**src/rtl/fpmul_arbiter.sv**
```systemverilog
// Two-requester round-robin front end for a single-precision multiplier core.
// One operation is in flight at a time; a watchdog bounds the wait for the core's done pulse.
module fpmul_arbiter #(
    parameter int TIMEOUT = 64
) (
    input  logic        clk,
    input  logic        rst_n,
    input  logic        req0_valid_i,
    output logic        req0_ready_o,
    input  logic [31:0] req0_a_i,
    input  logic [31:0] req0_b_i,
    input  logic        req1_valid_i,
    output logic        req1_ready_o,
    input  logic [31:0] req1_a_i,
    input  logic [31:0] req1_b_i,
    output logic        rsp_valid_o,
    input  logic        rsp_ready_i,
    output logic        rsp_id_o,
    output logic [31:0] rsp_product_o,
    output logic [4:0]  rsp_flags_o,
    output logic        mul_start_o,
    output logic [31:0] mul_a_o,
    output logic [31:0] mul_b_o,
    input  logic [31:0] mul_product_i,
    input  logic        mul_done_i,
    input  logic        mul_nan_i,
    input  logic        mul_infinit_i,
    input  logic        mul_overflow_i,
    input  logic        mul_underflow_i
);

    localparam int CW = ($clog2(TIMEOUT + 1) < 6) ? 6 : $clog2(TIMEOUT + 1);

    typedef enum logic [1:0] {
        ST_IDLE  = 2'd0,
        ST_ISSUE = 2'd1,
        ST_WAIT  = 2'd2,
        ST_RESP  = 2'd3
    } state_t;

    state_t          state_r;
    state_t          state_nxt_s;
    logic            prio_r;
    logic            id_r;
    logic [31:0]     op_a_r;
    logic [31:0]     op_b_r;
    logic [CW-1:0]   cnt_r;
    logic            mul_start_r;
    logic            rsp_valid_r;
    logic [31:0]     rsp_product_r;
    logic [4:0]      rsp_flags_r;

    logic            req_pri_s;
    logic            req_oth_s;
    logic            grant_s;
    logic            accept_s;
    logic            expire_s;
    logic            rsp_hs_s;

    // Grant selection: the priority holder wins, otherwise the other requester.
    always_comb begin
        req_pri_s = prio_r ? req1_valid_i : req0_valid_i;
        req_oth_s = prio_r ? req0_valid_i : req1_valid_i;
        if (req_pri_s) begin
            grant_s = prio_r;
        end else if (req_oth_s) begin
            grant_s = ~prio_r;
        end else begin
            grant_s = prio_r;
        end
    end

    assign accept_s     = (state_r == ST_IDLE) && (req_pri_s || req_oth_s);
    assign expire_s     = (cnt_r == CW'(TIMEOUT - 1));
    assign rsp_hs_s     = rsp_valid_r && rsp_ready_i;

    assign req0_ready_o = (state_r == ST_IDLE) && (grant_s == 1'b0) && req0_valid_i;
    assign req1_ready_o = (state_r == ST_IDLE) && (grant_s == 1'b1) && req1_valid_i;

    assign mul_start_o   = mul_start_r;
    assign mul_a_o       = op_a_r;
    assign mul_b_o       = op_b_r;
    assign rsp_valid_o   = rsp_valid_r;
    assign rsp_id_o      = id_r;
    assign rsp_product_o = rsp_product_r;
    assign rsp_flags_o   = rsp_flags_r;

    // Next-state logic for the single-operation sequencer.
    always_comb begin
        state_nxt_s = state_r;
        case (state_r)
            ST_IDLE: begin
                if (accept_s) begin
                    state_nxt_s = ST_ISSUE;
                end else begin
                    state_nxt_s = ST_IDLE;
                end
            end
            ST_ISSUE: begin
                state_nxt_s = ST_WAIT;
            end
            ST_WAIT: begin
                if (mul_done_i || expire_s) begin
                    state_nxt_s = ST_RESP;
                end else begin
                    state_nxt_s = ST_WAIT;
                end
            end
            ST_RESP: begin
                if (rsp_ready_i) begin
                    state_nxt_s = ST_IDLE;
                end else begin
                    state_nxt_s = ST_RESP;
                end
            end
            default: begin
                state_nxt_s = ST_IDLE;
            end
        endcase
    end

    // State register.
    always_ff @(posedge clk or negedge rst_n) begin
        if (!rst_n) begin
            state_r <= ST_IDLE;
        end else begin
            state_r <= state_nxt_s;
        end
    end

    // Operand latch, start pulse, watchdog counter, response capture and priority rotation.
    always_ff @(posedge clk or negedge rst_n) begin
        if (!rst_n) begin
            prio_r        <= 1'b0;
            id_r          <= 1'b0;
            op_a_r        <= 32'd0;
            op_b_r        <= 32'd0;
            cnt_r         <= {CW{1'b0}};
            mul_start_r   <= 1'b0;
            rsp_valid_r   <= 1'b0;
            rsp_product_r <= 32'd0;
            rsp_flags_r   <= 5'd0;
        end else begin
            mul_start_r <= accept_s;
            if (accept_s) begin
                op_a_r <= grant_s ? req1_a_i : req0_a_i;
                op_b_r <= grant_s ? req1_b_i : req0_b_i;
                id_r   <= grant_s;
            end
            if (state_r == ST_ISSUE) begin
                cnt_r <= {CW{1'b0}};
            end else if (state_r == ST_WAIT) begin
                cnt_r <= cnt_r + CW'(1);
            end
            // A done arriving on the expiry cycle takes precedence over the timeout.
            if ((state_r == ST_WAIT) && mul_done_i) begin
                rsp_valid_r   <= 1'b1;
                rsp_product_r <= mul_product_i;
                rsp_flags_r   <= {1'b0, mul_underflow_i, mul_overflow_i, mul_infinit_i, mul_nan_i};
            end else if ((state_r == ST_WAIT) && expire_s) begin
                rsp_valid_r   <= 1'b1;
                rsp_product_r <= 32'd0;
                rsp_flags_r   <= 5'b10000;
            end else if (rsp_hs_s) begin
                rsp_valid_r <= 1'b0;
                prio_r      <= ~id_r;
            end
        end
    end

endmodule

```
**config.mk**
```make
export PLATFORM = sky130hd
export DESIGN_NAME = fpmul_arbiter
export DESIGN_NICKNAME = d
export VERILOG_FILES = /design/src/rtl/fpmul_arbiter.sv
export SDC_FILE = /design/constraint.sdc
export NUM_CORES = 1
export LEC_CHECK = 0
export ABC_AREA = 1
export BUFFER_PORTS_ARGS = -buffer_cell sky130_fd_sc_hd__clkbuf_2
export CAP_MARGIN = 10
export CORE_UTILIZATION = 50
export CTS_CLUSTER_DIAMETER = 100
export DETAILED_ROUTE_END_ITERATION = 10
export PLACE_DENSITY = 0.87
export SLEW_MARGIN = 15
export SYNTH_ARGS = -nofsm -noshare
export SYNTH_HDL_FRONTEND = slang
export SYNTH_SLANG_ARGS = --single-unit
```
**constraint.sdc**
```tcl
create_clock -name clk -period 5.25 [get_ports clk]
set_clock_uncertainty 0.15 [all_clocks]
set_input_delay 1.3125 -clock clk [delete_from_list [all_inputs] [get_ports clk]]
set_output_delay 1.3125 -clock clk [all_outputs]
set_load 0.02 [all_outputs]
```
; After elaboration in Yosys (flattened, before gate mapping)
; Index checks and enable logic that the tools add are counted.
[op_classes]
n_reduce_logical = 15
n_eq_ne = 4
bitwise = 5
muxes = 19
addsub = 1
[ops]
columns = operator, count
row1 = $mux W32, 4
row2 = $mux W7, 2
row3 = $mux W5, 2
row4 = $mux W1, 9
row5 = $logic_and A1 B1 Y1, 8
row6 = $pmux W2 S4, 1
row7 = $add A7 B1 Y7 const B, 1
row8 = $eq A7 B6 Y1 const B, 1
row9 = $not A1 Y1, 5
row10 = $eq A2 B2 Y1 const B, 2
row11 = $reduce_bool A2 Y1, 2
row12 = $reduce_and A3 Y1, 1
row13 = $reduce_bool A3 Y1, 1
row14 = $eq A2 B1 Y1 const B, 1
row15 = $logic_not A2 Y1, 1
row16 = $logic_or A1 B1 Y1, 2
row17 = $mux W2, 1
[totals]
word_cells = 54
out_inout_bits = 106
ff_bits = 114

; Depth between registers and ports, before layout
[depth]
ltp_word = 6
mapped_depth = 9
mapped_depth_nobuf = 8

; Worst setup path before layout
; No wires, ideal clock.
[synth_timing]
kind = input-to-output
start = input req1_valid_i
end = output req1_ready_o
cell_stages = 6
arrival_time_ps = 2069
n_path_buf = 2
t_required_ps = 3788
setup_slack_ps = 1719
path_cell_list = nand2_1 nand2_1 nand2_2 buf_4 buf_4 nor2_1
[synth_via]
elab_chain_len = 5
elab_cells_between_ends = 6
classes_between = mux (4) / reduce/logical (2)
[synth_lines]
columns = element, line_no
row1 = from (decl), 12  ; input logic req1_valid_i,
row2 = $mux W1, 63  ; req_oth_s = prio_r ? req0_valid_i : req1_valid_i;
row3 = $mux W1, 66  ; end else if (req_oth_s) begin
row4 = $mux W1, 64  ; if (req_pri_s) begin
row5 = $logic_and A1 B1 Y1, 78  ; assign req1_ready_o = (state_r == ST_IDLE) && (grant_s == 1'b1) && req1_valid_i;
row6 = $logic_and A1 B1 Y1 *, 78
row7 = to (decl), 13  ; output logic req1_ready_o,
; Mark *: on every way between the ends. The rest lies on a longest branch, timed or not.

; Final worst setup path
; Ends and elaborated chain as after synthesis.

==> Flow_metrics.wiki <==
{| class="wikitable"
! Metric !! Value
|-
| Setup-failing EPs final || 0
|-
| Die Span Y || between 100 and 150 microns
|-
| Layout Cells excl Fill || around 1,100
|-
| Slowest cell on the critical path || sky130_fd_sc_hd__clkbuf_2
|-
| Iteration count of the initial detailed-routing pass || 6
|-
| Placed cells || approximately 1,100
|-
| Die area || 11,400 sq um
|-
| Count of final max-slew check failures || 0
|-
| Number of distinct standard cells referenced by the synthesized netlist || 18
|-
| Count of hold buffers inserted by post-cts repair || 0
|-
| Synthesized-area fraction occupied by and/or/nand/nor cells || between 20 and 30%
|-
| Netlist Area Pre-Place || approximately 5500 sq um
|-
| Required time reported for the critical path endpoint || 3.79 ns
|-
| Unrepaired setup endpoints after global routing || no
|-
| P&R area growth vs syn || 36.5%
|-
| Cells along the critical path || clkbuf_2 -> nand2_1 -> nand2_1 -> nand2_4 -> nor2_1 -> clkbuf_2
|-
| Final Hold Fails || 0
|-
| Design Power || between 4000 and 5000 uW
|-
| Setup TNS || 0 ns
|-
| Vias in the first global route || around 5,000
|-
| Number of antenna violations at the first check in global routing || 0
|-
| H-tree depth || 4
|-
| Post-Route M1 WL || 5910 microns
|-
| Total DRC errors in the routed layout || 0
|-
| Number of max-cap violations || 0
|-
| Ratio of routed vias to standard cells || roughly 4.8
|-
| Sequential-to-total area share from yosys stat || ~52%
|-
| Fraction of layout instances using a drive strength above 1 || between 30% and 40%
|-
| Met3 wire len || ~1200 microns
|-
| # clock sinks || between 100 and 150
|-
| Clock slew at reported path FFs || about 0.05 ns
|-
| Horizontal die dimension || about 110 microns
|-
| Hold_ws || 0.330 ns
|-
| Number of buffers inserted by port buffering || around 280
|-
| Fraction of the mapped netlist area in compound gates || under 10%
|-
| Largest fanout on the critical path || 8
|-
| Final RePlAce weighted congestion || roughly 0.84
|-
| Synthesized instance count || 730
|-
| Outcome || completed
|-
| Vias after detailed routing || approximately 5,400
|-
| Antenna fix cells || 0
|-
| Post-DP HPWL || roughly 11,000 microns
|-
| Tcrit/Tclk final || between 60 and 70%
|-
| Highest routed metal layer || met4
|-
| Synth Warn # || 0
|-
| Detail Route Antenna Nets || 0
|-
| WL per Instance || around 13 microns
|-
| Leakage Power || roughly 0.0044 uW
|-
| Clock period minus worst slack || 3.38 ns
|-
| Global-route wire length before repair || 23,300 microns
|-
| Path type of the worst min-delay path || reg2reg
|-
| Adder-cell share of the synthesized area || 1.37%
|-
| WL final || 14,800 microns
|-
| Proportion of synthesized area in mux cells || 0%
|-
| Worst IR drop on VDD || 326 uV
|-
| Net Count, Synth || approximately 900
|-
| Nets || approximately 1,200
|-
| Total track usage || between 20% and 30%
|-
| Initial Utilization || between 50% and 60%
|-
| TritonCTS clock tree || done
|-
| Number of synthesized register bits || ~110
|-
| Power density of the placed cells || 635 nW/um^2
|-
| Post-Synthesis Mean Instance Area || between 7 and 8 sq um
|-
| Main combinational cell family by area after synthesis || simple AND/OR/NAND/NOR gates
|-
| I/O pin count || between 200 and 300
|-
| Crit end category || output pin
|-
| Max transition margin || roughly 54%
|-
| Initial detailed-routing violation count || around 370
|-
| Launching element type of the critical path || input port
|-
| Fmax || around 300 MHz
|-
| Worst-skew pair later-pin latency || between 0.4 and 0.5 ns
|-
| Standard-cell rows || 37
|-
| Total CTS buffers || 17
|-
| Final core utilization || a little under three quarters
|-
| Maximum count of clock buffers along a single path || 2
|-
| Master cell of the clock root buffer || sky130_fd_sc_hd__clkbuf_8
|-
| Setup Buffers After CTS || 0
|-
| Critical path start-end classification || in2out
|-
| Gr ovfl total || 0
|-
| Crit path largest cell delay || 0.17 ns
|-
| Cells resized by post-CTS repair || 0
|-
| Area inside the core boundary || around 10,000 sq um
|-
| Fraction of synthesized cell area in xor and xnor cells || 0%
|-
| Worst-Margin Slew || 0.687 ns
|-
| Routed wl met2 || between 7000 and 8000 microns
|-
| Pin count of the biggest net entering global routing || 123
|-
| Arrival time worst endpoint || 1.92 ns
|}
## synthesized netlist by cell type
| cell type | count | area (sq um) |
|---|---|---|
| sky130_fd_sc_hd__a211oi_1 | 1 | 7.51 |
| sky130_fd_sc_hd__a21oi_1 | 10 | 50.1 |
| sky130_fd_sc_hd__buf_1 | 4 | 15.0 |
| sky130_fd_sc_hd__buf_2 | 23 | 115 |
| sky130_fd_sc_hd__buf_4 | 4 | 30.0 |
| sky130_fd_sc_hd__buf_6 | 6 | 67.6 |
| sky130_fd_sc_hd__clkbuf_1 | 3 | 11.3 |
| sky130_fd_sc_hd__dfrtp_1 | 114 | 2850 |
| sky130_fd_sc_hd__ha_1 | 6 | 75.1 |
| sky130_fd_sc_hd__inv_1 | 80 | 300 |
| sky130_fd_sc_hd__inv_2 | 1 | 3.75 |
| sky130_fd_sc_hd__nand2_1 | 291 | 1090 |
| sky130_fd_sc_hd__nand2_2 | 1 | 6.26 |
| sky130_fd_sc_hd__nand3_1 | 44 | 220 |
| sky130_fd_sc_hd__nand4_1 | 1 | 6.26 |
| sky130_fd_sc_hd__nor2_1 | 74 | 278 |
| sky130_fd_sc_hd__o21ai_0 | 13 | 65.1 |
| sky130_fd_sc_hd__o21ai_1 | 54 | 270 |
## per-stage QoR
stage / setup slack (ns) / area (sq um)
finish: 1.87 / 7460
global route: 1.80 / 7460
CTS: 1.87 / 7430
detailed placement: 1.87 / 6840
global placement: 1.87 / 6840
floorplan: 1.72 / 5470
## routing by layer
metal  vias to the layer above  track usage (%)
met5                         -                0
met1                      2468             31.6
li1                       2748                -
met3                        26             8.22
met2                       201             44.1
met4                         0             9.39
## cell usage in the layout, fill, tap and decap left out, drive strengths merged
cell / n
clkbuf: 294
nand2: 292
dfrtp: 114
inv: 83
nor2: 74
o21ai: 67
nand3: 44
a21oi: 10
buf: 8
ha: 6
clkinvlp: 4
bufinv: 3
clkinv: 3
a211oi: 1
nand4: 1
## path summary, 6_finish.rpt
path                            slack, ns  depth (start not counted)                    endpoint                     from
max in group asynchronous            3.68                          2     mul_a_o[24]$_DFFE_PN0P_                    rst_n
worst max-delay path                 1.87                          6                req1_ready_o             req1_valid_i
worst max register to register       3.16                          7     mul_a_o[20]$_DFFE_PN0P_     state_r[1]$_DFF_PN0_
min in group asynchronous            0.48                          1  rsp_flags_o[1]$_DFFE_PN0P_                    rst_n
worst min register to register       0.33                          2     mul_b_o[14]$_DFFE_PN0P_  mul_b_o[14]$_DFFE_PN0P_
worst min-delay path                 0.33                          2     mul_b_o[14]$_DFFE_PN0P_  mul_b_o[14]$_DFFE_PN0P_
## registers in the layout, summed over array words and instances, names as in the netlist
name / flops
cnt_r: 7
mul_a_o: 32
mul_b_o: 32
mul_start_o: 1
prio_r: 1
rsp_flags_o: 5
rsp_id_o: 1
rsp_product_o: 32
rsp_valid_o: 1
state_r: 2
## report_power, final
| part | switching [uW] | leakage, uW | total (uW) | internal, uW |
|---|---|---|---|---|
| clock network | 403 | 0.000278 | 1140 | 738 |
| registers | 244 | 0.00141 | 1550 | 1300 |
| logic | 1380 | 0.00276 | 2050 | 668 |
## critical path: cells and delay by family
| kind | cells | cell delay [ns] |
|---|---|---|
| buffers and inverters | 2 | 0.28 |
| AND/OR/NAND/NOR | 4 | 0.32 |
## kinds of logic (layout without fill, tap and decap cells)
logic type / after synthesis / count (layout)
buffers and inverters: 121 / 395
AOI/OAI and AO/OA: 78 / 78
and+or+nand+nor: 411 / 411
adders and majority gates: 6 / 6
DFF: 114 / 114
## layout make-up
cell class / instances / area [sq um]
Inverter: 81 / 304
Clock inverter: 12 / 156
Sequential cell: 114 / 2850
Timing Repair Buffer: 282 / 1460
Clock buffer: 20 / 435
Fill cell: 886 / 3000
Multi-Input combinational cell: 495 / 2080
Tap cell: 136 / 170
(Power assumes the default switching activity.)
